$ cat config.mk
export PLATFORM = sky130hd
export DESIGN_NAME = rf_wb_scheduler
export DESIGN_NICKNAME = d
export VERILOG_FILES = /design/src/rtl/rf_wb_scheduler_pkg.sv /design/src/rtl/rf_wb_scheduler_mea_fifo.sv /design/src/rtl/rf_wb_scheduler.sv
export SDC_FILE = /design/constraint.sdc
export NUM_CORES = 1
export LEC_CHECK = 0
export ABC_AREA = 1
export CORE_MARGIN = 1.5
export CORE_UTILIZATION = 45
export DETAILED_ROUTE_END_ITERATION = 8
export PLACE_DENSITY = 0.71
export SYNTH_ARGS = -nofsm -noshare
export SYNTH_HDL_FRONTEND = slang
export SYNTH_HIERARCHICAL = 1
export SYNTH_SLANG_ARGS = --single-unit
$ cat constraint.sdc
create_clock -name clk -period 7.6 [get_ports clk]
set_clock_uncertainty 0.05 [all_clocks]
set_input_delay 0.76 -clock clk [delete_from_list [all_inputs] [get_ports clk]]
set_output_delay 0.76 -clock clk [all_outputs]
set_load 0.03 [all_outputs]
$ cat src/rtl/rf_wb_scheduler_pkg.sv
// Shared definitions for the register-file writeback scheduler: the
// writeback-source select encodings driven into the regfile mux, default
// sizing for the measurement result buffer, and the arbiter grant type.
package rf_wb_scheduler_pkg;

   // Writeback-source select codes seen by the regfile writeback mux
   localparam logic [2:0] REGSRC_MEM  = 3'd0;
   localparam logic [2:0] REGSRC_ALU  = 3'd1;
   localparam logic [2:0] REGSRC_MEA  = 3'd2;
   localparam logic [2:0] REGSRC_COMP = 3'd3;
   localparam logic [2:0] REGSRC_IMM  = 3'd4;

   // Default measurement FIFO depth and head starvation limit
   localparam int MEA_FIFO_DEPTH = 4;
   localparam int MEA_AGE_MAX    = 8;

   // One buffered measurement result
   typedef struct packed {
      logic [4:0]  rd;
      logic [31:0] data;
   } mea_entry_t;

   // Which source owns the write port this cycle
   typedef enum logic [1:0] {
      GRANT_NONE = 2'd0,
      GRANT_MEM  = 2'd1,
      GRANT_MEA  = 2'd2,
      GRANT_PIPE = 2'd3
   } grant_t;

   // One-hot mask for a register index; x0 never maps to a bit
   function automatic logic [31:0] rdOneHot(input logic [4:0] rd);
      logic [31:0] mask;
      mask = 32'd0;
      if (rd != 5'd0) begin
         mask[rd] = 1'b1;
      end
      return mask;
   endfunction

endpackage

$ cat src/rtl/rf_wb_scheduler_mea_fifo.sv
// Small synchronous FIFO holding measurement results ({rd, data}) until
// the writeback scheduler can grant them the register-file write port.
// Pushes are ignored while full and pops while empty, so the caller may
// issue both in the same cycle at any non-full occupancy.
module mea_result_fifo
   import rf_wb_scheduler_pkg::*;
#(
   parameter int DEPTH = MEA_FIFO_DEPTH,
   parameter int PW    = $clog2(DEPTH),
   parameter int CW    = PW + 1
) (
   input  logic          clk,
   input  logic          rst_n,
   input  logic          i_push,
   input  logic [4:0]    i_push_rd,
   input  logic [31:0]   i_push_data,
   input  logic          i_pop,
   output logic [4:0]    o_head_rd,
   output logic [31:0]   o_head_data,
   output logic          o_full,
   output logic          o_empty,
   output logic [CW-1:0] o_count
);

   localparam logic [CW-1:0] FULL_COUNT = CW'(DEPTH);

   mea_entry_t    r_storage [DEPTH];
   logic [PW-1:0] r_wrPtr;
   logic [PW-1:0] r_rdPtr;
   logic [CW-1:0] r_count;
   logic          w_doPush;
   logic          w_doPop;
   mea_entry_t    w_head;

   assign o_full   = (r_count == FULL_COUNT);
   assign o_empty  = (r_count == '0);
   assign o_count  = r_count;
   assign w_doPush = i_push && !o_full;
   assign w_doPop  = i_pop && !o_empty;

   assign w_head      = r_storage[r_rdPtr];
   assign o_head_rd   = w_head.rd;
   assign o_head_data = w_head.data;

   // Entry storage: written only on an accepted push, no reset needed
   always_ff @(posedge clk) begin
      if (w_doPush) begin
         r_storage[r_wrPtr] <= '{rd: i_push_rd, data: i_push_data};
      end
   end

   // Pointers wrap naturally because the depth is a power of two
   always_ff @(posedge clk) begin
      if (!rst_n) begin
         r_wrPtr <= '0;
         r_rdPtr <= '0;
      end else begin
         if (w_doPush) begin
            r_wrPtr <= r_wrPtr + 1'b1;
         end
         if (w_doPop) begin
            r_rdPtr <= r_rdPtr + 1'b1;
         end
      end
   end

   // Occupancy: simultaneous push and pop leave the count unchanged
   always_ff @(posedge clk) begin
      if (!rst_n) begin
         r_count <= '0;
      end else begin
         case ({w_doPush, w_doPop})
            2'b10:   r_count <= r_count + 1'b1;
            2'b01:   r_count <= r_count - 1'b1;
            default: r_count <= r_count;
         endcase
      end
   end

endmodule

$ cat src/rtl/rf_wb_scheduler.sv
// Register-file writeback scheduler. Shares the single regfile write port
// between load returns (never stallable), buffered measurement results and
// in-order pipeline results. A measurement head that has waited too long,
// or a full buffer, outranks the pipeline so results cannot starve. A
// scoreboard marks registers still waiting on a measurement so control can
// stall dependent reads; a pipe or load write to such a register raises a
// sticky write-after-write flag.
module rf_wb_scheduler
   import rf_wb_scheduler_pkg::*;
#(
   parameter int MEA_DEPTH = MEA_FIFO_DEPTH,
   parameter int AGE_MAX   = MEA_AGE_MAX
) (
   input  logic        clk,
   input  logic        rst_n,
   input  logic        i_pipe_valid,
   output logic        o_pipe_ready,
   input  logic [4:0]  i_pipe_rd,
   input  logic [2:0]  i_pipe_sel,
   input  logic [31:0] i_pipe_data,
   input  logic        i_mem_valid,
   input  logic [4:0]  i_mem_rd,
   input  logic [31:0] i_mem_data,
   input  logic        i_mea_issue,
   input  logic [4:0]  i_mea_issue_rd,
   input  logic        i_mea_valid,
   output logic        o_mea_ready,
   input  logic [4:0]  i_mea_rd,
   input  logic [31:0] i_mea_data,
   output logic [31:0] o_busy_mask,
   output logic        o_wb_en,
   output logic [4:0]  o_wb_rd,
   output logic [2:0]  o_wb_sel,
   output logic [31:0] o_wb_data,
   output logic        o_waw_err
);

   localparam int CW = $clog2(MEA_DEPTH) + 1;
   localparam int AW = $clog2(AGE_MAX + 1);
   localparam logic [CW-1:0] DEPTH_COUNT = CW'(MEA_DEPTH);
   localparam logic [AW-1:0] AGE_SAT     = AW'(AGE_MAX);

   logic          w_fifoFull;
   logic          w_fifoEmpty;
   logic [CW-1:0] w_fifoCount;
   logic [4:0]    w_headRd;
   logic [31:0]   w_headData;
   logic          w_meaReady;
   logic          w_push;
   logic          w_pop;
   logic          w_meaUrgent;
   grant_t        w_grant;
   logic          w_pipeReady;
   logic          w_nextValid;
   logic [4:0]    w_nextRd;
   logic [2:0]    w_nextSel;
   logic [31:0]   w_nextData;
   logic          w_nextEn;
   logic          w_wawHit;
   logic [31:0]   w_busyNext;

   logic [AW-1:0] r_headAge;
   logic [31:0]   r_busy;
   logic          r_wawErr;
   logic          r_wbEn;
   logic [4:0]    r_wbRd;
   logic [2:0]    r_wbSel;
   logic [31:0]   r_wbData;
   logic          r_wbFromMea;

   assign w_meaReady  = (w_fifoCount < DEPTH_COUNT);
   assign w_push      = i_mea_valid && w_meaReady;
   assign w_pop       = (w_grant == GRANT_MEA);
   assign w_meaUrgent = !w_fifoEmpty && (w_fifoFull || (r_headAge >= AGE_SAT));

   mea_result_fifo #(
      .DEPTH(MEA_DEPTH)
   ) u_meaFifo (
      .clk        (clk),
      .rst_n      (rst_n),
      .i_push     (w_push),
      .i_push_rd  (i_mea_rd),
      .i_push_data(i_mea_data),
      .i_pop      (w_pop),
      .o_head_rd  (w_headRd),
      .o_head_data(w_headData),
      .o_full     (w_fifoFull),
      .o_empty    (w_fifoEmpty),
      .o_count    (w_fifoCount)
   );

   // Fixed-priority arbiter: loads, then an urgent measurement, then the
   // pipeline, then any waiting measurement
   always_comb begin
      w_grant     = GRANT_NONE;
      w_pipeReady = 1'b0;
      if (i_mem_valid) begin
         w_grant = GRANT_MEM;
      end else if (w_meaUrgent) begin
         w_grant = GRANT_MEA;
      end else begin
         w_pipeReady = 1'b1;
         if (i_pipe_valid) begin
            w_grant = GRANT_PIPE;
         end else if (!w_fifoEmpty) begin
            w_grant = GRANT_MEA;
         end
      end
   end

   // Route the granted source's destination, select code and data
   always_comb begin
      w_nextValid = 1'b0;
      w_nextRd    = r_wbRd;
      w_nextSel   = r_wbSel;
      w_nextData  = r_wbData;
      case (w_grant)
         GRANT_MEM: begin
            w_nextValid = 1'b1;
            w_nextRd    = i_mem_rd;
            w_nextSel   = REGSRC_MEM;
            w_nextData  = i_mem_data;
         end
         GRANT_MEA: begin
            w_nextValid = 1'b1;
            w_nextRd    = w_headRd;
            w_nextSel   = REGSRC_MEA;
            w_nextData  = w_headData;
         end
         GRANT_PIPE: begin
            w_nextValid = 1'b1;
            w_nextRd    = i_pipe_rd;
            w_nextSel   = i_pipe_sel;
            w_nextData  = i_pipe_data;
         end
         default: begin
            w_nextValid = 1'b0;
         end
      endcase
   end

   // Writes to x0 still consume the grant but never enable the regfile
   assign w_nextEn = w_nextValid && (w_nextRd != 5'd0);

   // A load or pipe write landing on a register still owed a measurement
   assign w_wawHit = w_nextEn && ((w_grant == GRANT_MEM) || (w_grant == GRANT_PIPE))
                     && r_busy[w_nextRd];

   // Busy bits clear once a measurement write has been presented to the
   // regfile; a same-cycle issue to that register re-sets it
   always_comb begin
      w_busyNext = r_busy;
      if (r_wbFromMea) begin
         w_busyNext = w_busyNext & ~rdOneHot(r_wbRd);
      end
      if (i_mea_issue) begin
         w_busyNext = w_busyNext | rdOneHot(i_mea_issue_rd);
      end
   end

   // Registered writeback port, one cycle after the grant
   always_ff @(posedge clk) begin
      if (!rst_n) begin
         r_wbEn      <= 1'b0;
         r_wbRd      <= 5'd0;
         r_wbSel     <= REGSRC_ALU;
         r_wbData    <= 32'd0;
         r_wbFromMea <= 1'b0;
      end else begin
         r_wbEn      <= w_nextEn;
         r_wbRd      <= w_nextRd;
         r_wbSel     <= w_nextSel;
         r_wbData    <= w_nextData;
         r_wbFromMea <= w_nextEn && (w_grant == GRANT_MEA);
      end
   end

   // Head age: restarts whenever a new entry becomes head, saturates
   always_ff @(posedge clk) begin
      if (!rst_n) begin
         r_headAge <= '0;
      end else if (w_pop || w_fifoEmpty) begin
         r_headAge <= '0;
      end else if (r_headAge < AGE_SAT) begin
         r_headAge <= r_headAge + 1'b1;
      end
   end

   // Scoreboard of registers awaiting a measurement result
   always_ff @(posedge clk) begin
      if (!rst_n) begin
         r_busy <= 32'd0;
      end else begin
         r_busy <= w_busyNext;
      end
   end

   // Sticky write-after-write error, cleared only by reset
   always_ff @(posedge clk) begin
      if (!rst_n) begin
         r_wawErr <= 1'b0;
      end else if (w_wawHit) begin
         r_wawErr <= 1'b1;
      end
   end

   assign o_pipe_ready = w_pipeReady;
   assign o_mea_ready  = w_meaReady;
   assign o_busy_mask  = r_busy;
   assign o_waw_err    = r_wawErr;
   assign o_wb_en      = r_wbEn;
   assign o_wb_rd      = r_wbRd;
   assign o_wb_sel     = r_wbSel;
   assign o_wb_data    = r_wbData;

endmodule

==> results.json, run 1 <==
{
  "final_area_mm2": 0.0130,
  "postCtsResizedCells": 0,
  "grt_overflow_total": 0,
  "powerDensity_mw_per_mm2": 235,
  "timing.slew.headroom_pct": 21.7,
  "maxSlewViolCount": 0,
  "cts_hold_buf": 0,
  "min_period_ns": 3.65,
  "area_delta_synth_final_pct": 29.5,
  "status": "completed",
  "rsz0062_at_grt": "no",
  "grt_max_degree": 76,
  "worstMarginPinSlew_ns": 1.17,
  "first_pass_iters": 7,
  "hpwl_um": 17800,
  "multi_input_area_mm2": 0.00323,
  "fmax_mhz": 274,
  "ys_top_cells_by_area": "edfxtp_1, dfxtp_1, nand2_1",
  "crit_family": "buffers and inverters",
  "cp_max_fo": 40,
  "crit_chain": "clkdlybuf4s50_1, inv_4, nand3_2, buf_4, nor2_1, inv_1, nand4_2, inv_2, nand4_1, o21ai_1, nor2_2, nand3_2, a21oi_2",
  "cap_violations": 0,
  "clk_latency_ns": 0.51,
  "cpPeakStageDelay_ns": 1.05,
  "postSynthAreaPerCell_um2": 10.0,
  "antenna_found_initial": 6,
  "coreArea_mm2": 0.0218,
  "initialDrtViolationCount": 692,
  "place_area_mm2": 0.0122,
  "io_pins": 201,
  "hp-class": "register to register",
  "dieWidth_um": 152,
  "synth_top_area_share_pct": 44.4,
  "final_common_cell": "clkdlybuf4s50_1",
  "clock_tree.buffer_depth": 3,
  "drc": 0,
  "placed_cells": 1441,
  "rows": 54,
  "critPathArrivalTime_ns": 3.97,
  "track_usage_pct": 23.0,
  "synth_nets": 1134,
  "cts_made_buffers": 25,
  "fillerInstances": 1857,
  "layout_common_cells": "clkdlybuf4s50_1, nand2_1, edfxtp_1",
  "grt_pass1_vias": 7845,
  "critPathKind": "primary input to register",
  "synth_top_area_cell": "edfxtp_1",
  "critical_path.slowest_cell": "clkdlybuf4s50_1",
  "ys_seq_elements": 236,
  "die_h_um": 152,
  "syn_inst": 1001,
  "htreeDepth": 1,
  "cts_root_buf": "clkbuf_16",
  "port_buffers": 200,
  "vias_per_cell": 5.52,
  "seqCellArea_mm2": 0.00621,
  "cp-start-kind": "primary input",
  "gp_congestion": 0.948,
  "avgRoutedWirePerCell_um": 18.5,
  "grt_first_pass_wirelength_um": 42400,
  "fp.dieArea_mm2": 0.0232,
  "min_period_over_period_pct": 48.0,
  "path_clk_slew_ns": 0.06,
  "hold_viol_final": 0,
  "ys_seq_area_share_pct": 62.0,
  "clkSinkCount": 236,
  "instances_no_fill": 1489,
  "start_util_pct": 45.9,
  "cts_setup_buffers": 0,
  "crit_path_end_kind": "register",
  "finalSetupViolCount": 0,
  "yosys_warnings": 6,
  "cts_tree": "yes",
  "ys_types": 41,
  "vdd_drop_max_mv": 0.163,
  "setup_tns_ns": 0,
  "vias": 8215,
  "netlist_area_mm2": 0.0100,
  "crit_buf_inv": 5,
  "final_layout_size_suffix_gt1_share_pct": 6.47,
  "fin_nets": 1321,
  "crit_required_ns": 7.93,
  "wl_um": 27500,
  "report.power.total_mw": 3.05,
  "power.leakage_nw": 4.80,
  "postRouteAntennaNets": 0,
  "crit_path_frequent_cell": "nand3_2"
}
-- stage by stage --
stage          hold WS [ns]  setup WS, ns  utilization, %
4_1_cts               0.431          3.97            59.4
3_3_place_gp          0.418          3.52            55.9
2_1_floorplan         0.402          4.45               -
5_1_grt               0.445          3.67            59.4
3_5_place_dp          0.421          3.47            55.9
6_report              0.431          3.95            59.4
-- metal layers --
layer | vias to the layer above | GRT usage, % | wire length [um]
met3 | 42 | 6.34 | 2690
met1 | 3880 | 30.3 | 11400
met4 | 4 | 6.43 | 501
li1 | 3907 | - | -
met5 | - | 0 | 29
met2 | 382 | 37.5 | 12900
-- power by group --
part / total (mW) / internal [mW] / switching, mW
logic: 0.438 / 0.172 / 0.266
clock network: 1.14 / 0.676 / 0.468
registers: 1.47 / 1.44 / 0.0323
-- worst reg2reg max path: stages (launching register included) --
cell and delay, ns:
dfxtp_2 0.31, buf_4 0.56, inv_2 0.53, buf_4 0.41, o21ai_0 0.23, o22ai_1 0.11, nand3_1 0.12, nand4_2 0.27
inv_2 0.27, nand4_1 0.12, o21ai_1 0.25, nor2_2 0.06, nand3_2 0.10, a21oi_2 0.05
-- path summary, 6_finish.rpt --
path | slack, ns | startpoint | endpoint | depth (start not counted)
setup reg to reg | 4.04 | register | o_waw_err | 13
hold reg to reg | 0.43 | o_wb_sel[2] | o_wb_sel[2] | 2
setup / recovery | 3.95 | i_mem_valid | o_waw_err | 13
hold / removal | 0.43 | o_wb_sel[2] | o_wb_sel[2] | 2
-- cell usage after synthesis (all sizes together) --
master,n
edfxtp,148
a21oi,43
fa,1
clkbuf,32
o21ai,134
buf,20
a22o,11
dfxtp,88
a31o,1
nor2,98
inv,82
nor3,13
o211ai,20
o22ai,37
nand3,89
or2,1
nand2,156
ha,7
a31oi,1
a221o,1
nand4,6
clkinv,1
o221ai,11
-- cells by family (layout without fill, tap and decap cells) --
kind of cell               after synthesis  count (layout)  synth area share [%]
buffers and inverters                  135             340                  6.11
adders and majority gates                8               8                  1.07
and+or+nand+nor                        363             363                  15.8
other                                    0               3                     0
AOI/OAI and AO/OA                      259             259                  15.1
DFF                                    236             236                  62.0
-- area by class of cell --
cell class / count / area share (%)
Sequential cell: 236 / 47.8
Multi-Input combinational cell: 630 / 24.9
Timing Repair Buffer: 212 / 16.1
Clock buffer: 36 / 5.45
Tap cell: 280 / 2.70
Inverter: 83 / 2.42
Clock inverter: 9 / 0.521
Antenna cell: 3 / 0.0579
-- flip-flops by register name (all words and copies together), names as in the netlist, named ones only --
name,count
r_headAge,4
u_meaFifo/r_rdPtr,2
o_waw_err,1
o_wb_sel,3
u_meaFifo/r_wrPtr,2
u_meaFifo/r_storage,148
u_meaFifo/o_count,3
r_wbFromMea,1
o_wb_data,32
o_wb_en,1
o_busy_mask,32
o_wb_rd,5
No activity file was read; power rests on OpenSTA's default activity.
==> run 2, diff against run 1 <==
==> constraint.sdc (replaced) <==
create_clock -name clk -period 3.7 [get_ports clk]
set_clock_uncertainty 0.05 [all_clocks]
set_input_delay 0.37 -clock clk [delete_from_list [all_inputs] [get_ports clk]]
set_output_delay 0.37 -clock clk [all_outputs]
set_load 0.03 [all_outputs]
==> run 2 against run 1 <==
  * First-iteration DRC count fell by 15%
  * Sequential share of layout area is 0.33 points lower
  * Core utilization rose by 0.41 points
  * Final area grew 0.69%
  * Worst hold slack lost 0.039 ns
  * Largest cell class unchanged
  * Largest power group unchanged
  * Routed wire length is 0.41% higher
  * Non-clock buffer count up 4
  * Setup slack lost 3.1 ns
  * Die area unchanged
  * Critical path depth is 2 lower
==> results.json, run 2 (same netlist as run 1, synthesis figures left out) <==
{
  "grt_pass1_vias": 7919,
  "fmax_mhz": 355,
  "postCtsResizedCells": 0,
  "initialDrtViolationCount": 591,
  "area_delta_synth_final_pct": 30.4,
  "path_clk_slew_ns": 0.06,
  "die_h_um": 152,
  "hpwl_um": 18600,
  "maxSlewViolCount": 0,
  "coreArea_mm2": 0.0218,
  "grt_max_degree": 47,
  "cts_made_buffers": 25,
  "cts_setup_buffers": 0,
  "pwr-share-seq_pct": 47.1,
  "min_from": "i_pipe_sel[2]",
  "vias_per_cell": 5.58,
  "vias": 8326,
  "swShare_pct": 25.3,
  "cpPeakStageDelay_ns": 0.67,
  "timing.slew.headroom_pct": 17.9,
  "min_period_over_period_pct": 76.1,
  "cap_violations": 0,
  "clkPwrFrac_pct": 38.9,
  "cts_hold_buf": 0,
  "met2_usage_pct": 38.0,
  "crit_path_frequent_cell": "inv_2",
  "min_period_ns": 2.82,
  "htreeDepth": 1,
  "rsz0062_at_grt": "no",
  "drc": 0,
  "grt_first_pass_wirelength_um": 43200,
  "power.leakage_nw": 4.85,
  "top_usage_layer": "met2",
  "regMostFlops": "u_meaFifo/r_storage",
  "track_usage_pct": 23.4,
  "crit_family": "compound AO/OA/AOI/OAI gates",
  "cts_root_buf": "clkbuf_16",
  "io_pins": 201,
  "antenna_found_initial": 3,
  "p_sw_mw": 1.63,
  "gp_congestion": 0.938,
  "postRouteAntennaNets": 0,
  "vdd_drop_max_mv": 0.294,
  "hold_viol_final": 0,
  "finalSetupViolCount": 0,
  "p_int_mw": 4.79,
  "cp-start-kind": "register",
  "powerDensity_mw_per_mm2": 491,
  "grt.met3_usage_pct": 5.83,
  "crit_chain": "inv_2, o21ai_0, o22ai_1, nand3_1, nand4_2, inv_2, nand4_1, o21ai_1, nor2_2, nand3_2, a21oi_2",
  "clk_latency_ns": 0.53,
  "layout_common_cells": "clkdlybuf4s50_1, nand2_1, edfxtp_1",
  "dieWidth_um": 152,
  "crit_buf_inv": 2,
  "hp-class": "primary input to register",
  "start_util_pct": 45.9,
  "worstMarginPinSlew_ns": 1.22,
  "use_met1_pct": 31.0,
  "first_pass_iters": 5,
  "crit_required_ns": 4.05,
  "clkSinkCount": 236,
  "cp_max_fo": 31,
  "critical_path.slowest_cell": "dfxtp_2",
  "fin_nets": 1325,
  "status": "completed",
  "setup_tns_ns": 0,
  "comb_power_share_pct": 14.1,
  "crit_path_end_kind": "register",
  "port_buffers": 200,
  "avgRoutedWirePerCell_um": 18.5,
  "fp.dieArea_mm2": 0.0232,
  "wl_um": 27600,
  "final_common_cell": "clkdlybuf4s50_1",
  "final_layout_size_suffix_gt1_share_pct": 7.35,
  "largest_register_ffs": 148,
  "cts_tree": "yes",
  "final_area_mm2": 0.0131,
  "clock_tree.buffer_depth": 3,
  "critPathArrivalTime_ns": 3.17,
  "critPathKind": "register to register",
  "place_area_mm2": 0.0122,
  "grt_overflow_total": 0,
  "rows": 54
}
-- run 2: cell count changes in the layout (fill, tap and decap cells not counted) --
cell        before  now
clkbuf_8         4    5
clkbuf_1         7    3
inv_16           0    1
clkinv_2         3    4
bufinv_16        1    2
clkinv_1         5    3
buf_4           12   16
clkinvlp_2       0    3
diode_2          3    2
-- run 2: power groups by stage --
stage	sequential (mW)	combinational (mW)	clock, mW
2_1_floorplan	3.16	0.414	0
3_3_place_gp	3.07	0.888	0
3_5_place_dp	3.07	0.901	0
4_1_cts	3.02	0.906	2.53
5_1_grt	3.03	0.981	2.63
6_report	3.02	0.903	2.49
-- run 2: tightest hold or removal path, delay by kind of cell --
kind / cells / cell delay [ns]
buffers and inverters: 1 / 0.42
AND/OR/NAND/NOR: 1 / 0.07
AO/OA/AOI/OAI: 1 / 0.05
-- run 2: area by class of cell --
class / instances / area [um2]
fillers: 1830 / 8760
flip-flops and latches: 236 / 6210
multi-input cells: 630 / 3230
repair buffers: 216 / 2120
clock buffers: 33 / 706
well taps: 280 / 350
inverters: 83 / 314
clock inverters: 13 / 130
diodes: 2 / 5.00
-- run 2: metrics by stage --
| stage | hold WS (ns) | utilization (%) | setup WS, ns | cells | total power, mW |
|---|---|---|---|---|---|
| final | 0.392 | 59.8 | 0.883 | 1493 | 6.42 |
| after global routing | 0.412 | 59.8 | 0.578 | 1492 | 6.64 |
| after CTS | 0.383 | 59.8 | 0.869 | 1491 | 6.46 |
| after detailed placement | 0.422 | 56.0 | 0.862 | 1445 | 3.97 |
| after global placement | 0.417 | 56.0 | 0.912 | 1445 | 3.96 |
| after floorplan | 0.402 | - | 0.943 | 1001 | 3.57 |
-- run 2: final timing paths --
| kind | depth (start not counted) | slack, ns | end |
|---|---|---|---|
| max | 11 | 0.88 | o_waw_err |
| min | 3 | 0.39 | o_wb_sel[2] |
| max reg2reg | 11 | 0.88 | o_waw_err |
| min reg2reg | 2 | 0.44 | o_busy_mask[0] |
-- run 2: per-layer routing --
metal,vias up,share of wire [%]
met3,47,9.9
li1,3914,-
met5,-,0.047
met2,430,46
met4,2,2.3
met1,3933,42
